### src/rtl/muldiv_sequencer.sv
// Iterative RISC-V M-extension unit: shift-add multiply and restoring divide over WIDTH cycles.
// Optional `MULDIV_EARLY_OUT_EN skips the iteration for operations with a trivially known result.
module muldiv_sequencer #(
  parameter int unsigned WIDTH = 32
) (
  input  logic             clk,
  input  logic             reset,
  input  logic             start,
  input  logic             flush,
  input  logic [2:0]       funct3,
  input  logic [WIDTH-1:0] op_a,
  input  logic [WIDTH-1:0] op_b,
  output logic             ready,
  output logic             busy,
  output logic             done,
  output logic [WIDTH-1:0] result
);

  localparam int unsigned      CntW     = $clog2(WIDTH);
  localparam logic [CntW-1:0]  LastIter = CntW'(WIDTH - 1);
  localparam logic [WIDTH-1:0] MinNeg   = {1'b1, {(WIDTH-1){1'b0}}};

  typedef enum logic [1:0] {StIdle, StCalc, StFix, StDone} state_e;

  state_e           state_q;
  logic [2:0]       f3_q;
  logic [WIDTH-1:0] a_q, b_q;
  logic [WIDTH-1:0] mag_q;   // multiplicand magnitude, or divisor magnitude
  logic [WIDTH-1:0] hi_q;    // product high word, or partial remainder
  logic [WIDTH-1:0] lo_q;    // multiplier/product low word, or dividend/quotient
  logic [CntW-1:0]  cnt_q;
  logic             neg_q, rem_neg_q;
  logic             ready_q, busy_q, done_q;
  logic [WIDTH-1:0] result_q;

  function automatic logic trivial(input logic [2:0] f3, input logic [WIDTH-1:0] a,
                                   input logic [WIDTH-1:0] b);
    if (f3[2]) return (b == '0) || (!f3[0] && a == MinNeg && b == '1);
    return (a == '0) || (b == '0);
  endfunction

  function automatic logic [WIDTH-1:0] trivial_value(input logic [2:0] f3,
                                                     input logic [WIDTH-1:0] a,
                                                     input logic [WIDTH-1:0] b);
    if (!f3[2]) return '0;
    if (b == '0) return f3[1] ? a : '1;
    return f3[1] ? '0 : a;
  endfunction

  // Operand sign decode for the incoming request
  logic             a_sgn, b_sgn, a_neg, b_neg;
  logic [WIDTH-1:0] a_mag, b_mag;

  always_comb begin
    a_sgn = (funct3 == 3'b001) || (funct3 == 3'b010) || (funct3 == 3'b100) ||
            (funct3 == 3'b110);
    b_sgn = (funct3 == 3'b001) || (funct3 == 3'b100) || (funct3 == 3'b110);
    a_neg = a_sgn & op_a[WIDTH-1];
    b_neg = b_sgn & op_b[WIDTH-1];
    a_mag = a_neg ? -op_a : op_a;
    b_mag = b_neg ? -op_b : op_b;
  end

  // One iteration step of either datapath
  logic [WIDTH:0]   sum, shifted;
  logic             ge;
  logic [WIDTH-1:0] hi_n, lo_n;

  always_comb begin
    sum     = {1'b0, hi_q} + (lo_q[0] ? {1'b0, mag_q} : '0);
    shifted = {hi_q, lo_q[WIDTH-1]};
    ge      = shifted >= {1'b0, mag_q};
    if (f3_q[2]) begin
      hi_n = ge ? WIDTH'(shifted - {1'b0, mag_q}) : shifted[WIDTH-1:0];
      lo_n = {lo_q[WIDTH-2:0], ge};
    end else begin
      hi_n = sum[WIDTH:1];
      lo_n = {sum[0], lo_q[WIDTH-1:1]};
    end
  end

  // Sign correction and special-case selection evaluated in FIX
  logic [2*WIDTH-1:0] prod_s;
  logic [WIDTH-1:0]   final_val;

  always_comb begin
    prod_s = neg_q ? -{hi_q, lo_q} : {hi_q, lo_q};
    if (trivial(f3_q, a_q, b_q)) begin
      final_val = trivial_value(f3_q, a_q, b_q);
    end else if (!f3_q[2]) begin
      final_val = (f3_q[1:0] == 2'b00) ? prod_s[WIDTH-1:0] : prod_s[2*WIDTH-1:WIDTH];
    end else if (f3_q[1]) begin
      final_val = rem_neg_q ? -hi_q : hi_q;
    end else begin
      final_val = neg_q ? -lo_q : lo_q;
    end
  end

  always_ff @(posedge clk or posedge reset) begin
    if (reset) begin
      state_q   <= StIdle;
      f3_q      <= '0;
      a_q       <= '0;
      b_q       <= '0;
      mag_q     <= '0;
      hi_q      <= '0;
      lo_q      <= '0;
      cnt_q     <= '0;
      neg_q     <= 1'b0;
      rem_neg_q <= 1'b0;
      ready_q   <= 1'b1;
      busy_q    <= 1'b0;
      done_q    <= 1'b0;
      result_q  <= '0;
    end else begin
      unique case (state_q)
        StIdle: begin
          if (start && !flush) begin
            f3_q      <= funct3;
            a_q       <= op_a;
            b_q       <= op_b;
            mag_q     <= funct3[2] ? b_mag : a_mag;
            lo_q      <= funct3[2] ? a_mag : b_mag;
            hi_q      <= '0;
            cnt_q     <= '0;
            neg_q     <= a_neg ^ b_neg;
            rem_neg_q <= a_neg;
            ready_q   <= 1'b0;
`ifdef MULDIV_EARLY_OUT_EN
            if (trivial(funct3, op_a, op_b)) begin
              state_q  <= StDone;
              done_q   <= 1'b1;
              result_q <= trivial_value(funct3, op_a, op_b);
            end else begin
              state_q <= StCalc;
              busy_q  <= 1'b1;
            end
`else
            state_q <= StCalc;
            busy_q  <= 1'b1;
`endif
          end
        end
        StCalc: begin
          if (flush) begin
            state_q <= StIdle;
            ready_q <= 1'b1;
            busy_q  <= 1'b0;
          end else begin
            hi_q  <= hi_n;
            lo_q  <= lo_n;
            cnt_q <= cnt_q + CntW'(1);
            if (cnt_q == LastIter) state_q <= StFix;
          end
        end
        StFix: begin
          busy_q <= 1'b0;
          if (flush) begin
            state_q <= StIdle;
            ready_q <= 1'b1;
          end else begin
            state_q  <= StDone;
            done_q   <= 1'b1;
            result_q <= final_val;
          end
        end
        StDone: begin
          state_q <= StIdle;
          done_q  <= 1'b0;
          ready_q <= 1'b1;
        end
        default: state_q <= StIdle;
      endcase
    end
  end

  assign ready  = ready_q;
  assign busy   = busy_q;
  assign done   = done_q;
  assign result = result_q;

endmodule

### config.mk
export PLATFORM = sky130hd
export DESIGN_NAME = muldiv_sequencer
export DESIGN_NICKNAME = d
export VERILOG_FILES = /design/src/rtl/muldiv_sequencer.sv
export SDC_FILE = /design/constraint.sdc
export NUM_CORES = 1
export LEC_CHECK = 0
export ABC_AREA = 0
export BUFFER_PORTS_ARGS = -buffer_cell sky130_fd_sc_hd__buf_2
export CORE_UTILIZATION = 35
export CTS_BUF_LIST = sky130_fd_sc_hd__clkbuf_8
export DETAILED_ROUTE_END_ITERATION = 7
export GPL_ROUTABILITY_DRIVEN = 0
export PLACE_DENSITY_LB_ADDON = 0.1
export SKIP_CTS_REPAIR_TIMING = 1
export SLEW_MARGIN = 25
export SYNTH_ARGS = -nofsm -noshare
export SYNTH_HDL_FRONTEND = slang
export SYNTH_SLANG_ARGS = --single-unit
### constraint.sdc
create_clock -name clk -period 7.82 [get_ports clk]
set_input_delay 0.391 -clock clk [delete_from_list [all_inputs] [get_ports clk]]
set_output_delay 0.391 -clock clk [all_outputs]
set_load 0.01 [all_outputs]
## After elaboration in Yosys (flattened, before gate mapping)

Cells that the tools add are included.

| cells by class | value |
|---|---|
| equality and inequality tests | 16 |
| magnitude comparators | 1 |
| reduce and logical (&&, ||, !) cells | 27 |
| multipliers | 0 |
| add/sub/neg operators | 8 |
| shift operators | 0 |
| bitwise logic cells | 4 |
| div/mod/pow operators | 0 |
| muxes and demuxes | 51 |

Operators by type and width:

| operator | count |
|---|---|
| $mux W32 | 24 |
| $neg A32 Y32 | 4 |
| $pmux W32 S2 | 2 |
| $eq A32 B32 Y1 const B | 2 |
| $logic_not A32 Y1 | 2 |
| $mux W64 | 1 |
| $neg A64 Y64 | 1 |
| $add A32 B32 Y33 | 1 |
| $ge A33 B32 Y1 | 1 |
| $sub A32 B32 Y32 | 1 |
| $mux W1 | 13 |
| $mux W5 | 2 |
| $pmux W5 S2 | 1 |
| $reduce_and A2 Y1 | 5 |
| $mux W2 | 4 |
| $ne A2 B2 Y1 const B | 4 |
| $pmux W2 S4 | 1 |
| $logic_or A1 B1 Y1 | 7 |
| $eq A3 B3 Y1 const B | 2 |
| $pmux W1 S3 | 2 |
| $reduce_and A3 Y1 | 2 |
| $add A5 B1 Y5 const B | 1 |
| $eq A5 B5 Y1 const B | 1 |
| $eq A2 B2 Y1 const B | 2 |
| other kinds (15) | 21 |

| word-level totals | value |
|---|---|
| RAM bits | 0 |
| bits in latches | 0 |
| output and inout bits | 35 |
| memories | 0 |
| ROM bits | 0 |
| register bits after elaboration | 207 |

## Logic depth before layout (Yosys ltp)

| logic depth | value |
|---|---|
| word-level depth | 12 |
| gate-level depth with buffers | 15 |
| depth with buffers taken out | 14 |

## Worst setup path after synthesis

OpenSTA, ideal clock, no wires.

| path | value |
|---|---|
| path type | flip-flop to flip-flop |
| from | register lo_q[0] |
| to | register result_q[6], in the netlist result[6] |
| path slack | 4.238 ns |
| required time | 7.686 ns |
| buffers on the path | 2 |
| cell stages (with the launch flop) | 15 |
| data arrival time | 3.448 ns |
| cells stage by stage | dfrtp_1 > inv_1 > clkbuf_1 > ha_1 > or4b_1 > nor3_1 > nand2_1 > or4_1 > nand3b_1 > clkbuf_1 > o21ai_0 > xor2_1 > nand2_1 > o2111ai_1 > o211ai_1 |

| between the ends | value |
|---|---|
| longest elaborated chain between the ends | 5 |
| elaborated cells on any way between the ends | 8 |
| those cells by class | 2 x add/sub; 6 x mux |

Ends and longest elaborated chain:

| what | RTL line | text |
|---|---|---|
| from (decl) | 30 | `logic [WIDTH-1:0] lo_q;` |
| from (signal assigned) | 123 | `lo_q <= funct3[2] ? a_mag : b_mag;` |
| from (signal assigned) | 151 | `lo_q <= lo_n;` |
| $neg A64 Y64 / $neg A32 Y32 (equally long branches) | 87, 95 |  |
| $mux W64 / $mux W32 (equally long branches) | 87, 95 |  |
| $mux W32 (on tied branches) | 91, 92 |  |
| $mux W32 (*) | 90 | `end else if (!f3_q[2]) begin` |
| $mux W32 (*) | 88 | `if (trivial(f3_q, a_q, b_q)) begin` |
| to (signal assigned) | 164 | `result_q <= final_val;` |
| to (decl) | 34 | `logic [WIDTH-1:0] result_q;` |

Every way passes the cells marked *; elsewhere a longest branch is shown, timed or not.
A chain may end at the register's enable or synchronous reset.

## Worst setup path after layout

Ends and elaborated chain as after synthesis.

==> key figures <==
Status
  – Outcome: completed

Floorplan
  – Initial Utilization: 0.356
  – Die area: 0.0508 mm2
  – # IOs: 106
  – Die Wd: 225 um
  – Core Region: 0.0491 mm2
  – Die height: 225 um
  – Rows: 81

Synthesis
  – Syn nets: 2321
  – Synth cell types: 75
  – Post-Syn Area: 0.0174 mm2
  – Count leader, synth: nor2_1
  – Post-synthesis instance total: 2173
  – Synth Flop Type: dfrtp_1
  – Post-synth EDFFs: 0
  – FFs w/ async S/R, synth: 1.00
  – Post-synth top area share: 0.295
  – Synth area leaders: dfrtp_1 30%, a21oi_1 6.0%, o21ai_0 5.9%, xnor2_1 5.5%, ha_1 5.4%
  – Area leader, netlist: dfrtp_1
  – Syn avg cell area: 8.03 um2
  – Yosys Warn Count: 0
  – Seq cells post-synth: 207
  – Synth cell count leaders: 212 x nor2_1, 208 x a21oi_1, 207 x nand2_1, 206 x dfrtp_1, 205 x o21ai_0
  – Seq/Total Area, Yosys: 0.297

STA
  – Pins over their slew limit: 0
  – Minimum clock period: 4.07 ns
  – Fmax: 245 MHz
  – RSZ-0062 raised after global routing: no
  – Final setup fails: 0
  – Fin Setup TNS: 0 ns
  – Worst slew margin: 0.288
  – Final Hold Fails: 0
  – Final clock skew: 0.0229 ns
  – Fin crit share: 0.521
  – Actual slew at the worst max-slew pin: 1.06 ns

Placed design
  – DPL Wire Length: 52.3 mm
  – Dpl cells: 2827
  – Port Buf Inserts: 105

Finish
  – Final Non-Filler Cells: 2899
  – Footprint of the multi-input gates: 0.0115 mm2
  – Post-layout util: 0.394
  – Seq. cell area: 0.00519 mm2
  – Synth-to-Final Area Change: 10.7%
  – Nets: 2355
  – Share of layout cells above drive strength 1: 0.137
  – Fillers: 5216

Clock tree
  – CTS tree: yes
  – TritonCTS sink count: 207
  – Worst-Skew Late Latency: 0.62 ns
  – TritonCTS Buffers: 41
  – Clk buf depth: 3
  – CTS Root Cell: clkbuf_8
  – H-tree Lvls: 2
  – Worst-path clk slew: 0.06 ns

Routing
  – Routed wire per std cell: 23.6 um
  – Via-to-Cell Ratio: 5.79
  – Via count: 16.8k
  – Post-DRT Antenna Nets: 0
  – DRC: 0
  – Starting DRT DRC Count: 1474
  – Routed wire length: 68.4 mm
  – DRT Pass-1 Iters: 7

Global routing
  – Global route overflow: 0
  – Largest net degree at the start of global routing: 97
  – Initial antenna violation count: 1
  – First-pass GRT wire length: 102 mm
  – Total GRT Usage: 0.269
  – Vias in the first global route: 16.2k

Worst setup path
  – CP most frequent cell: nand2_1
  – Startpoint types: flop
  – Crit path arrival time: 4.54 ns
  – CP Class: flop to flop
  – Delay of the slowest critical-path stage: 0.62 ns
  – CP max FO: 16
  – Slowest CP cell: or4_1
  – CP endpoint kind: flop
  – CP Cell Sequence: inv_1 -> ha_1 -> or4b_1 -> nor3_1 -> nand2_1 -> or4_1 -> nand3b_1 -> o21ai_0 -> xor2_1 -> nand2_1 -> o2111ai_1 -> o211ai_1
  – Worst endpoint required time: 8.29 ns

Pwr
  – VDD IR max: 0.161 mV
  – Static leakage: 8.31 nW
  – Total Power: 8.65 mW
  – Pwr dens: 448 mW/mm2

Flow run
  – Max-cap violations: 0

Worst hold path
  – Hold crit path type: primary input to flop
==> worst max-delay path: cells and delay by family (launching register included) <==
| kind | cells | cell delay, ns |
|---|---|---|
| AO/OA/AOI/OAI | 3 | 0.73 |
| XOR/XNOR | 1 | 0.21 |
| adder cells (fa/ha/maj) | 1 | 0.20 |
| buffers and inverters | 1 | 0.11 |
| flip-flops | 1 | 0.45 |
| AND/OR/NAND/NOR | 6 | 2.20 |
==> area by class of cell <==
cell class / count / share of cell area
Tap cell: 664 / 0.0430
Multi-Input combinational cell: 1755 / 0.595
Clock inverter: 20 / 0.00615
Clock buffer: 50 / 0.0356
Inverter: 71 / 0.0142
Sequential cell: 207 / 0.268
Antenna cell: 1 / 0.000130
Timing Repair Buffer: 131 / 0.0374
==> layout by cell type (no fill, tap or decap), types with 21 or more instances in the layout <==
| cell type | count |
|---|---|
| o21ai_0 | 204 |
| mux2_2 | 82 |
| nor4_1 | 29 |
| o211ai_1 | 22 |
| nand3_1 | 32 |
| buf_4 | 25 |
| nor2_1 | 208 |
| xnor2_1 | 110 |
| nand4_1 | 21 |
| a21o_1 | 44 |
| nand2_1 | 207 |
| dfrtp_1 | 204 |
| buf_2 | 105 |
| xor2_1 | 90 |
| ha_1 | 75 |
| inv_1 | 82 |
| a21oi_1 | 208 |
| mux2i_1 | 53 |
| a31oi_1 | 23 |
| nand2b_1 | 21 |
| or3_1 | 21 |
| clkbuf_8 | 50 |
| nor3_1 | 34 |
| o31ai_1 | 26 |
| a211oi_1 | 27 |
==> path summary, 6_finish.rpt <==
path                                       from                    end  slack, ns  cells after the start
max in group asynchronous                 reset    hi_q[8]$_DFFE_PP0P_       6.01                      4
max reg2reg                 lo_q[0]$_DFFE_PP0P_  result[6]$_DFFE_PP0P_       3.75                     12
min reg2reg                mag_q[7]$_DFFE_PP0P_   mag_q[7]$_DFFE_PP0P_       0.48                      2
min in group asynchronous                 reset    a_q[22]$_DFFE_PP0P_       0.47                      3
min                                   funct3[1]    f3_q[1]$_DFFE_PP0P_       0.05                      2
max                         lo_q[0]$_DFFE_PP0P_  result[6]$_DFFE_PP0P_       3.75                     12
==> registers in the layout (all words and copies together), names as in the netlist <==
name       count
lo_q          32
done           1
a_q           32
result        32
rem_neg_q      1
neg_q          1
ready          1
b_q           32
hi_q          32
f3_q           3
busy           1
cnt_q          5
mag_q         32
state_q        2
==> per-stage QoR <==
step                      instance area, um2  hold slack, ns  setup WS [ns]
after floorplan                        17400           0.450           1.78
after global placement                 18500           0.466           3.84
after detailed placement               18500           0.470           3.82
after CTS                              19300         -0.0921           3.77
after global routing                   19300          0.0375           3.50
final                                  19300          0.0537           3.75
==> power by group <==
group	internal, mW	switching (mW)	total, mW
Clock	0.610	0.522	1.13
Combinational	2.08	3.21	5.29
Sequential	1.49	0.726	2.22
Total	4.18	4.46	8.65
==> metal layers <==
metal | vias to the layer above | wire, um | track usage
met5 | - | 0 | 0
met4 | 0 | 1920 | 0.0808
met3 | 101 | 4480 | 0.0455
met2 | 585 | 30900 | 0.423
met1 | 8191 | 31200 | 0.374
li1 | 7915 | - | -
==> logic make-up (layout without fill, tap and decap cells) <==
family / after synthesis / count (layout) / synth area share
AOI/OAI and AO/OA: 688 / 688 / 0.243
xor gates and xnor gates: 200 / 200 / 0.100
adders and majority gates: 77 / 77 / 0.0561
buffers and inverters: 211 / 272 / 0.0461
DFF: 207 / 207 / 0.297
muxes: 135 / 135 / 0.0833
other: 0 / 1 / 0
and+or+nand+nor: 655 / 655 / 0.175
(Power assumes the default switching activity.)
